File: src/rtl/quant_writeback.sv
// quant_writeback: writes quantized rows into SRAM, one SRAM word per cycle.
//
// A job is started by a one-cycle start pulse. It writes row_total rows to consecutive SRAM words
// starting at base_addr. Each accepted row is split into WPR words. Word k carries lanes k*LPW..
// k*LPW+LPW-1, with lane 0 of the word in the low bits. Word addresses wrap modulo 2^ADDR_WIDTH.
//
// Build option:
//   QUANT_WB_RELU_EN  when defined, negative lanes are clamped to 0 as a row is accepted.
//
// Ports:
//   clk, rst_n        clock and asynchronous active-low reset
//   start             one-cycle job start (ignored unless idle)
//   base_addr         first SRAM word address of the job (sampled on start)
//   row_total         number of rows in the job (sampled on start)
//   in_valid/in_data  quantized row input; lane i at in_data[i*OUTPUT_DATA_WIDTH +: ...]
//   in_ready          row is accepted on in_valid && in_ready
//   sram_wen          SRAM write strobe
//   sram_waddr        SRAM write address
//   sram_wdata        SRAM write data (address and data hold their last values when idle)
//   busy              job in progress
//   done              one-cycle completion pulse
module quant_writeback #(
   parameter int unsigned ARRAY_SIZE        = 8,
   parameter int unsigned OUTPUT_DATA_WIDTH = 16,
   parameter int unsigned SRAM_DATA_WIDTH   = 32,
   parameter int unsigned ADDR_WIDTH        = 10
) (
   input  logic                                  clk,
   input  logic                                  rst_n,
   input  logic                                  start,
   input  logic [ADDR_WIDTH-1:0]                 base_addr,
   input  logic [7:0]                            row_total,
   input  logic                                  in_valid,
   input  logic [ARRAY_SIZE*OUTPUT_DATA_WIDTH-1:0] in_data,
   output logic                                  in_ready,
   output logic                                  sram_wen,
   output logic [ADDR_WIDTH-1:0]                 sram_waddr,
   output logic [SRAM_DATA_WIDTH-1:0]            sram_wdata,
   output logic                                  busy,
   output logic                                  done
);

   localparam int unsigned ROW_W = ARRAY_SIZE * OUTPUT_DATA_WIDTH;
   localparam int unsigned WPR   = ROW_W / SRAM_DATA_WIDTH;
   localparam int unsigned WCW   = (WPR > 1) ? $clog2(WPR) : 1;

   localparam logic [1:0] S_IDLE  = 2'd0;
   localparam logic [1:0] S_WAIT  = 2'd1;
   localparam logic [1:0] S_WRITE = 2'd2;
   localparam logic [1:0] S_DONE  = 2'd3;

   logic [1:0]            r_state;
   logic [ADDR_WIDTH-1:0] r_base;
   logic [7:0]            r_row_total;
   logic [7:0]            r_row_idx;
   logic [WCW-1:0]        r_word_cnt;
   logic [ROW_W-1:0]      r_row_buf;
   logic [ADDR_WIDTH-1:0] r_hold_addr;
   logic [SRAM_DATA_WIDTH-1:0] r_hold_data;

   logic [1:0]            w_state_nxt;
   logic [ADDR_WIDTH-1:0] w_base_nxt;
   logic [7:0]            w_row_total_nxt;
   logic [7:0]            w_row_idx_nxt;
   logic [WCW-1:0]        w_word_cnt_nxt;

   logic                  w_last_word;
   logic                  w_last_row;
   logic                  w_in_ready;
   logic                  w_accept;
   logic                  w_writing;
   logic [ROW_W-1:0]      w_row_in;
   logic [ADDR_WIDTH-1:0] w_waddr;
   logic [SRAM_DATA_WIDTH-1:0] w_wdata;

   assign w_writing   = (r_state == S_WRITE);
   assign w_last_word = (r_word_cnt == WCW'(WPR - 1));
   assign w_last_row  = (r_row_idx == r_row_total - 8'd1);
   // The next row may be taken during the final word of a row so rows stream back to back.
   assign w_in_ready  = (r_state == S_WAIT) || (w_writing && w_last_word && !w_last_row);
   assign w_accept    = in_valid && w_in_ready;

   // Row conditioning on acceptance (optional clamp of negative lanes).
   always_comb begin
      w_row_in = in_data;
`ifdef QUANT_WB_RELU_EN
      for (int unsigned i = 0; i < ARRAY_SIZE; i++) begin
         if (in_data[i*OUTPUT_DATA_WIDTH + OUTPUT_DATA_WIDTH - 1]) begin
            w_row_in[i*OUTPUT_DATA_WIDTH +: OUTPUT_DATA_WIDTH] = '0;
         end
      end
`endif
   end

   // Lane i sits at bit i*OUTPUT_DATA_WIDTH, so word k is simply the k-th SRAM-wide slice.
   always_comb begin
      w_wdata = '0;
      for (int unsigned k = 0; k < WPR; k++) begin
         if (r_word_cnt == WCW'(k)) begin
            w_wdata = r_row_buf[k*SRAM_DATA_WIDTH +: SRAM_DATA_WIDTH];
         end
      end
   end

   // Truncation to ADDR_WIDTH gives the silent address wrap.
   assign w_waddr = r_base + ADDR_WIDTH'(32'(r_row_idx) * WPR + 32'(r_word_cnt));

   always_comb begin
      w_state_nxt     = r_state;
      w_base_nxt      = r_base;
      w_row_total_nxt = r_row_total;
      w_row_idx_nxt   = r_row_idx;
      w_word_cnt_nxt  = r_word_cnt;
      case (r_state)
         S_IDLE: begin
            if (start) begin
               w_base_nxt      = base_addr;
               w_row_total_nxt = row_total;
               w_row_idx_nxt   = 8'd0;
               w_word_cnt_nxt  = '0;
               w_state_nxt     = (row_total == 8'd0) ? S_DONE : S_WAIT;
            end
         end
         S_WAIT: begin
            if (w_accept) begin
               w_word_cnt_nxt = '0;
               w_state_nxt    = S_WRITE;
            end
         end
         S_WRITE: begin
            if (w_last_word) begin
               w_word_cnt_nxt = '0;
               if (w_last_row) begin
                  w_state_nxt = S_DONE;
               end else begin
                  w_row_idx_nxt = r_row_idx + 8'd1;
                  w_state_nxt   = w_accept ? S_WRITE : S_WAIT;
               end
            end else begin
               w_word_cnt_nxt = r_word_cnt + WCW'(1);
            end
         end
         S_DONE: begin
            w_state_nxt = S_IDLE;
         end
         default: begin
            w_state_nxt = S_IDLE;
         end
      endcase
   end

   always_ff @(posedge clk or negedge rst_n) begin
      if (!rst_n) begin
         r_state     <= S_IDLE;
         r_base      <= '0;
         r_row_total <= '0;
         r_row_idx   <= '0;
         r_word_cnt  <= '0;
         r_row_buf   <= '0;
         r_hold_addr <= '0;
         r_hold_data <= '0;
      end else begin
         r_state     <= w_state_nxt;
         r_base      <= w_base_nxt;
         r_row_total <= w_row_total_nxt;
         r_row_idx   <= w_row_idx_nxt;
         r_word_cnt  <= w_word_cnt_nxt;
         if (w_accept) begin
            r_row_buf <= w_row_in;
         end
         // Remember the last word written so the SRAM bus holds steady between writes.
         if (w_writing) begin
            r_hold_addr <= w_waddr;
            r_hold_data <= w_wdata;
         end
      end
   end

   assign in_ready   = w_in_ready;
   assign sram_wen   = w_writing;
   assign sram_waddr = w_writing ? w_waddr : r_hold_addr;
   assign sram_wdata = w_writing ? w_wdata : r_hold_data;
   assign busy       = (r_state != S_IDLE);
   assign done       = (r_state == S_DONE);

endmodule

File: config.mk
export PLATFORM = sky130hd
export DESIGN_NAME = quant_writeback
export DESIGN_NICKNAME = d
export VERILOG_FILES = /design/src/rtl/quant_writeback.sv
export SDC_FILE = /design/constraint.sdc
export NUM_CORES = 1
export LEC_CHECK = 0
export ABC_AREA = 1
export BUFFER_PORTS_ARGS = -buffer_cell sky130_fd_sc_hd__buf_2
export CAP_MARGIN = 10
export CORE_ASPECT_RATIO = 0.6
export CORE_UTILIZATION = 50
export CTS_CLUSTER_DIAMETER = 50
export CTS_CLUSTER_SIZE = 8
export DETAILED_ROUTE_END_ITERATION = 10
export PLACE_DENSITY_LB_ADDON = 0.25
export SLEW_MARGIN = 0
export SYNTH_ARGS = -nofsm -noshare
export SYNTH_HDL_FRONTEND = slang
export SYNTH_SLANG_ARGS = --single-unit
File: constraint.sdc
create_clock -name clk -period 2.2 [get_ports clk]
set_clock_uncertainty 0.1 [all_clocks]
set_input_delay 0.22 -clock clk [delete_from_list [all_inputs] [get_ports clk]]
set_output_delay 0.22 -clock clk [all_outputs]
set_load 0.02 [all_outputs]
### After elaboration in Yosys (flattened, before gate mapping)

Cells that the tools add are included.

* word-level logic and storage cells: 60
* register bits: 200
* output and inout port bits: 46
* input bits: 150

* muxes and demuxes: 21
* eq/ne operators: 11
* reductions and logical operators: 15
* add/sub/neg operators: 5

Operators with widths (count)
* two-way mux 32 bit: 5
* two-way mux 8 bit: 3
* two-way mux 2 bit: 9
* one-hot mux 8 bit (2 select lines): 1
* adder 10 bit: 1
* adder 10 x 2 -> 10 bit: 1
* two-way mux 10 bit: 1
* adder 8 x 1 -> 8 bit (second input constant): 1
* equality test 2 bit (second input constant): 4
* equality test 8 bit: 1
* zero test 8 bit: 1
* inequality test 2 bit (second input constant): 4
* one-hot mux 2 bit (4 select lines): 1
* subtractor 8 x 1 -> 8 bit (second input constant): 1
* one-hot mux 2 bit (3 select lines): 1
* AND reduction 3 bit: 2
* equality test 2 x 1 -> 1 bit (second input constant): 2
* zero test 2 bit: 2
* AND reduction 4 bit: 1
* nonzero test 2 bit: 2
* logical AND 1 bit: 3
* nonzero test 3 bit: 1
* adder 2 x 1 -> 2 bit (second input constant): 1
* AND reduction 2 bit: 1
* 2 further kinds: 2

### Longest topological paths before layout

* depth in word-level cells: 10
* mapped depth: 16
* mapped depth without buffers: 15

### Worst setup path before layout

OpenSTA, ideal clock, no wires.

* path kind: register to output
* start point: reg r_word_cnt[0]
* end point: out sram_waddr[6]
* stages on the path, launching flop included: 12
* slack: -0.148 ns
* buffers on the path: 0
* arrival: 2.028 ns
* cell sequence: dfrtp_1 > ha_1 > inv_1 > fa_1 > inv_1 > nand3_1 > nand2_1 > nand2_1 > nand2_1 > a21oi_1 > xor2_1 > o21ai_0

* longest elaborated chain between the ends: 3

RTL lines
* from (decl): RTL line 56 `logic [WCW-1:0] r_word_cnt;`
* from (signal assigned): RTL line 167 `r_word_cnt <= w_word_cnt_nxt;`
* adder 10 x 2 -> 10 bit: RTL line 106 `assign w_waddr = r_base + ADDR_WIDTH'(32'(r_row_idx) * WPR + 32'(r_word_cnt));`
* adder 10 bit: RTL line 106
* two-way mux 10 bit: RTL line 181 `assign sram_waddr = w_writing ? w_waddr : r_hold_addr;`
* to (decl): RTL line 37 `output logic [ADDR_WIDTH-1:0] sram_waddr,`

No other way between the ends.

### Worst setup path in the final report

* start point: reg r_base[0]
* end point: out sram_waddr[8]

* longest elaborated chain between the ends: 2

RTL lines
* from (decl): RTL line 53 `logic [ADDR_WIDTH-1:0] r_base;`
* from (signal assigned): RTL line 164 `r_base <= w_base_nxt;`
* adder 10 bit: RTL line 106
* two-way mux 10 bit: RTL line 181

No other way between the ends.

==> impl_results.md <==
- Worst hold stages: 3
- Dominant cells by area after synthesis: dfrtp_1 (54%), nand2_1 (14%), nand3_1 (9.4%), a21oi_1 (4.0%), a221o_1 (2.9%)
- Multi-input logic area: 0.005759 mm2
- Critical Path End Type: output pin
- Setup Viol. Count Final: 193
- Register area: 0.005010 mm2
- Area leader, netlist: dfrtp_1
- Cells after synthesis: 1077
- CTS Buffer Depth: 2
- WL final: 52.36 mm
- First DRT Iteration DRCs: 1933
- Least-Margin Pin Slew: 0.6746 ns
- Final hold violations: 1
- # port buffers: 195
- Setup crit start kind: register
- Flop2flop setup slack: -0.65 ns
- Largest family of logic cells by synthesized area: simple AND/OR/NAND/NOR gates
- Relative slew margins: 0.5461
- GPL Wtd Cong: 0.8566
- Root buf cell: clkbuf_16
- Status: finished with violations
- Syn Std Cell Area: 0.009339 mm2
- Most frequent cells in the layout: dfrtp_1 (196), nand2_1 (161), buf_2 (151), dlygate4sd3_1 (145), nand2_2 (133)
- # DRC: 0
- Fill cells: 512
- Maximum vdd ir drop: 870.3 uV
- Initial core utilization: 0.5142
- Syn_area_per_cell: 8.671 um2
- Rows: 38
- Crit-path max FO: 2
- Vias: 12010
- Synth Register Bits: 200
- Die area: 0.01925 mm2
- Vias per inst: 6.687
- Worst r2r src: r_row_total[1]
- CORE AREA: 0.01816 mm2
- Crit path required time: 1.88 ns
- R2r endpoint: r_row_buf[106]
- Highest clock rate: 333.6 MHz
- Largest net degree at the start of global routing: 65
- Antenna violations before repair: 3
- Die Wd: 178.4 um
- First drt pass iteration count: 9
- Most common cell after layout, fill and taps aside: dfrtp_1
- Cells after DPL: 1495
- Vias in the first global route: 10100
- Synth top area share: 0.5359
- Total Routing Usage GR: 0.3885
- Seq/Total Area, Yosys: 0.5359
- Die height: 107.9 um
- Inserted Clock Buffers: 17
- Synth Area in Adders: 0.02224
- Simple-Gate Fraction of Synth Area: 0.2546
- Share of cells above drive strength 1: 0.5154
- Worst-path clk slew: 0.07 ns
- Post-Layout Cell Count: 1796
- Crit path setup slack, layout: -0.7972 ns
- Pwr dens: 1570 mW/mm2
- CTS tree: done
- Number of top-level pins: 196
- Period utilization: 1.362
- Area grow syn2layout: 82.57%
- Fin nets: 1707
- Post-synthesis mux area share: 0.01326
- Antenna Violating Nets Remaining: 0
- Synth Area in XOR/XNOR: 0.01313
- Maxcap violations: 0
- Post-layout util: 0.9388
- Post-synthesis cell type count: 33
- H-tree Lvls: 4
- Pins Over Slew Limit: 0
- HPWL after DPL: 17.86 mm
- Post-layout min period: 2.997 ns
- Hold worst-path end: r_row_buf[89]
- RSZ-0062 raised after global routing: true
- Area fraction in compound gates after synthesis: 0.1061
- Mapped Nets: 1243
- Wirelength per Cell: 29.15 um
- Pleak: 7.876 nW
- Hold WS: -0.00001554 ns
- CP Class: register to output pin
- Failing checks: hold timing, setup timing
- FF-to-FF path depth: 17
- Arr. time, crit path: 2.68 ns
- Yosys warns: 0
- Setup_tns: -63.46 ns
- Hold crit path type: input port to register
- First-pass GRT wire length: 55.46 mm
- # clock sinks: 200
- Critical hold path startpoint: in_data[89]
- Later-pin clock latency in the skew report: 0.45 ns
- GR Overflow Total: 0
[sequential cells by signal, summed over array words and instances, names as in the netlist]
signal and flops:
r_base 10, r_word_cnt 2, r_state 2, r_row_idx 8, r_hold_addr 10, r_row_total 8, r_hold_data 32, r_row_buf 128
[kinds of logic after synthesis]
family,after synthesis
adder cells (fa/ha/maj),16
multiplexers,11
AND/OR/NAND/NOR,564
XOR/XNOR,14
AO/OA/AOI/OAI,165
flip-flops,200
buffers and inverters,107
[report_power, final]
group / total, W / internal [W] / leakage [nW] / switching, W
Clock: 0.00339 / 0.00183 / 0.287 / 0.00156
Combinational: 0.0164 / 0.00748 / 5.08 / 0.00888
Sequential: 0.00702 / 0.00530 / 2.51 / 0.00172
Total: 0.0268 / 0.0146 / 7.88 / 0.0122
[how the worst max path moves through the flow]
stage	slack, ns	end	startpoint	cells after the start
finish	-0.80	sram_waddr[8]	r_base[0]	16
global route	-0.91	sram_waddr[8]	r_base[0]	16
CTS	-0.46	sram_waddr[8]	r_word_cnt[0]	16
detailed placement	-0.16	sram_waddr[8]	r_base[0]	15
global placement	-0.1	sram_waddr[8]	r_word_cnt[0]	15
floorplan	0.02	sram_waddr[6]	r_word_cnt[0]	11
[critical path, cell delays in order (launching register included)]
cell and delay, ns:
dfrtp_1 0.43, ha_4 0.18, inv_4 0.04, fa_2 0.37
inv_2 0.08, nand3_2 0.07, nand2_2 0.09, nand2_2 0.07
nand2_2 0.08, a21oi_4 0.07, o21ai_1 0.19, nand2_1 0.12
nand2_1 0.12, nand2_2 0.06, nand3_2 0.07, nand2_2 0.07
buf_6 0.13
[cell usage after synthesis (all sizes together)]
cell,number
clkbuf,44
o211ai,5
a221o,27
nand4,2
ha,15
or2,3
inv,30
nand3b,2
a21o,1
buf,31
a21oi,74
nor4,2
clkinv,2
o31ai,4
xor2,9
mux2,11
fa,1
nor3b,1
nor3,4
xnor2,5
nor2,26
a31oi,1
o21ai,52
dfrtp,200
nand3,175
o2111ai,1
nand2,349
[repair_timing]
action,in CTS,in global routing
hold endpoints to repair,203,0
gates cloned,24,16
pin swaps,75,74
setup endpoints to repair,173,172
buffers inserted,56,39
hold buffers,145,0
resized for setup,319,377
[area by class of cell]
type | instances | share of cell area
Antenna cell | 2 | 0.0002935
Clock buffer | 21 | 0.02642
Clock inverter | 11 | 0.008586
Inverter | 32 | 0.008366
Multi-Input combinational cell | 771 | 0.3378
Sequential cell | 200 | 0.2938
Tap cell | 240 | 0.01761
Timing Repair Buffer | 519 | 0.3071
[metrics by stage]
stage               hold WS [ns]  power [W]  cell area, um2  worst slack, ns
floorplan                -0.1756    0.01101            9341          0.01844
global placement          0.1533    0.01352           10890         -0.09922
detailed placement        0.1529    0.01372           10890          -0.1601
CTS                     0.003757    0.02113           15140          -0.4563
global route             0.02018    0.02727           17050          -0.9063
finish               -0.00001554    0.02677           17050          -0.7972
[layer usage]
metal | vias up | GRT usage | wire, um
li1 | 4572 | - | -
met1 | 5609 | 0.5151 | 17180
met2 | 1345 | 0.6260 | 22550
met3 | 477 | 0.08828 | 7791
met4 | 6 | 0.1392 | 4634
met5 | - | 0 | 213
Note: power is estimated with default switching activity, not from simulation.
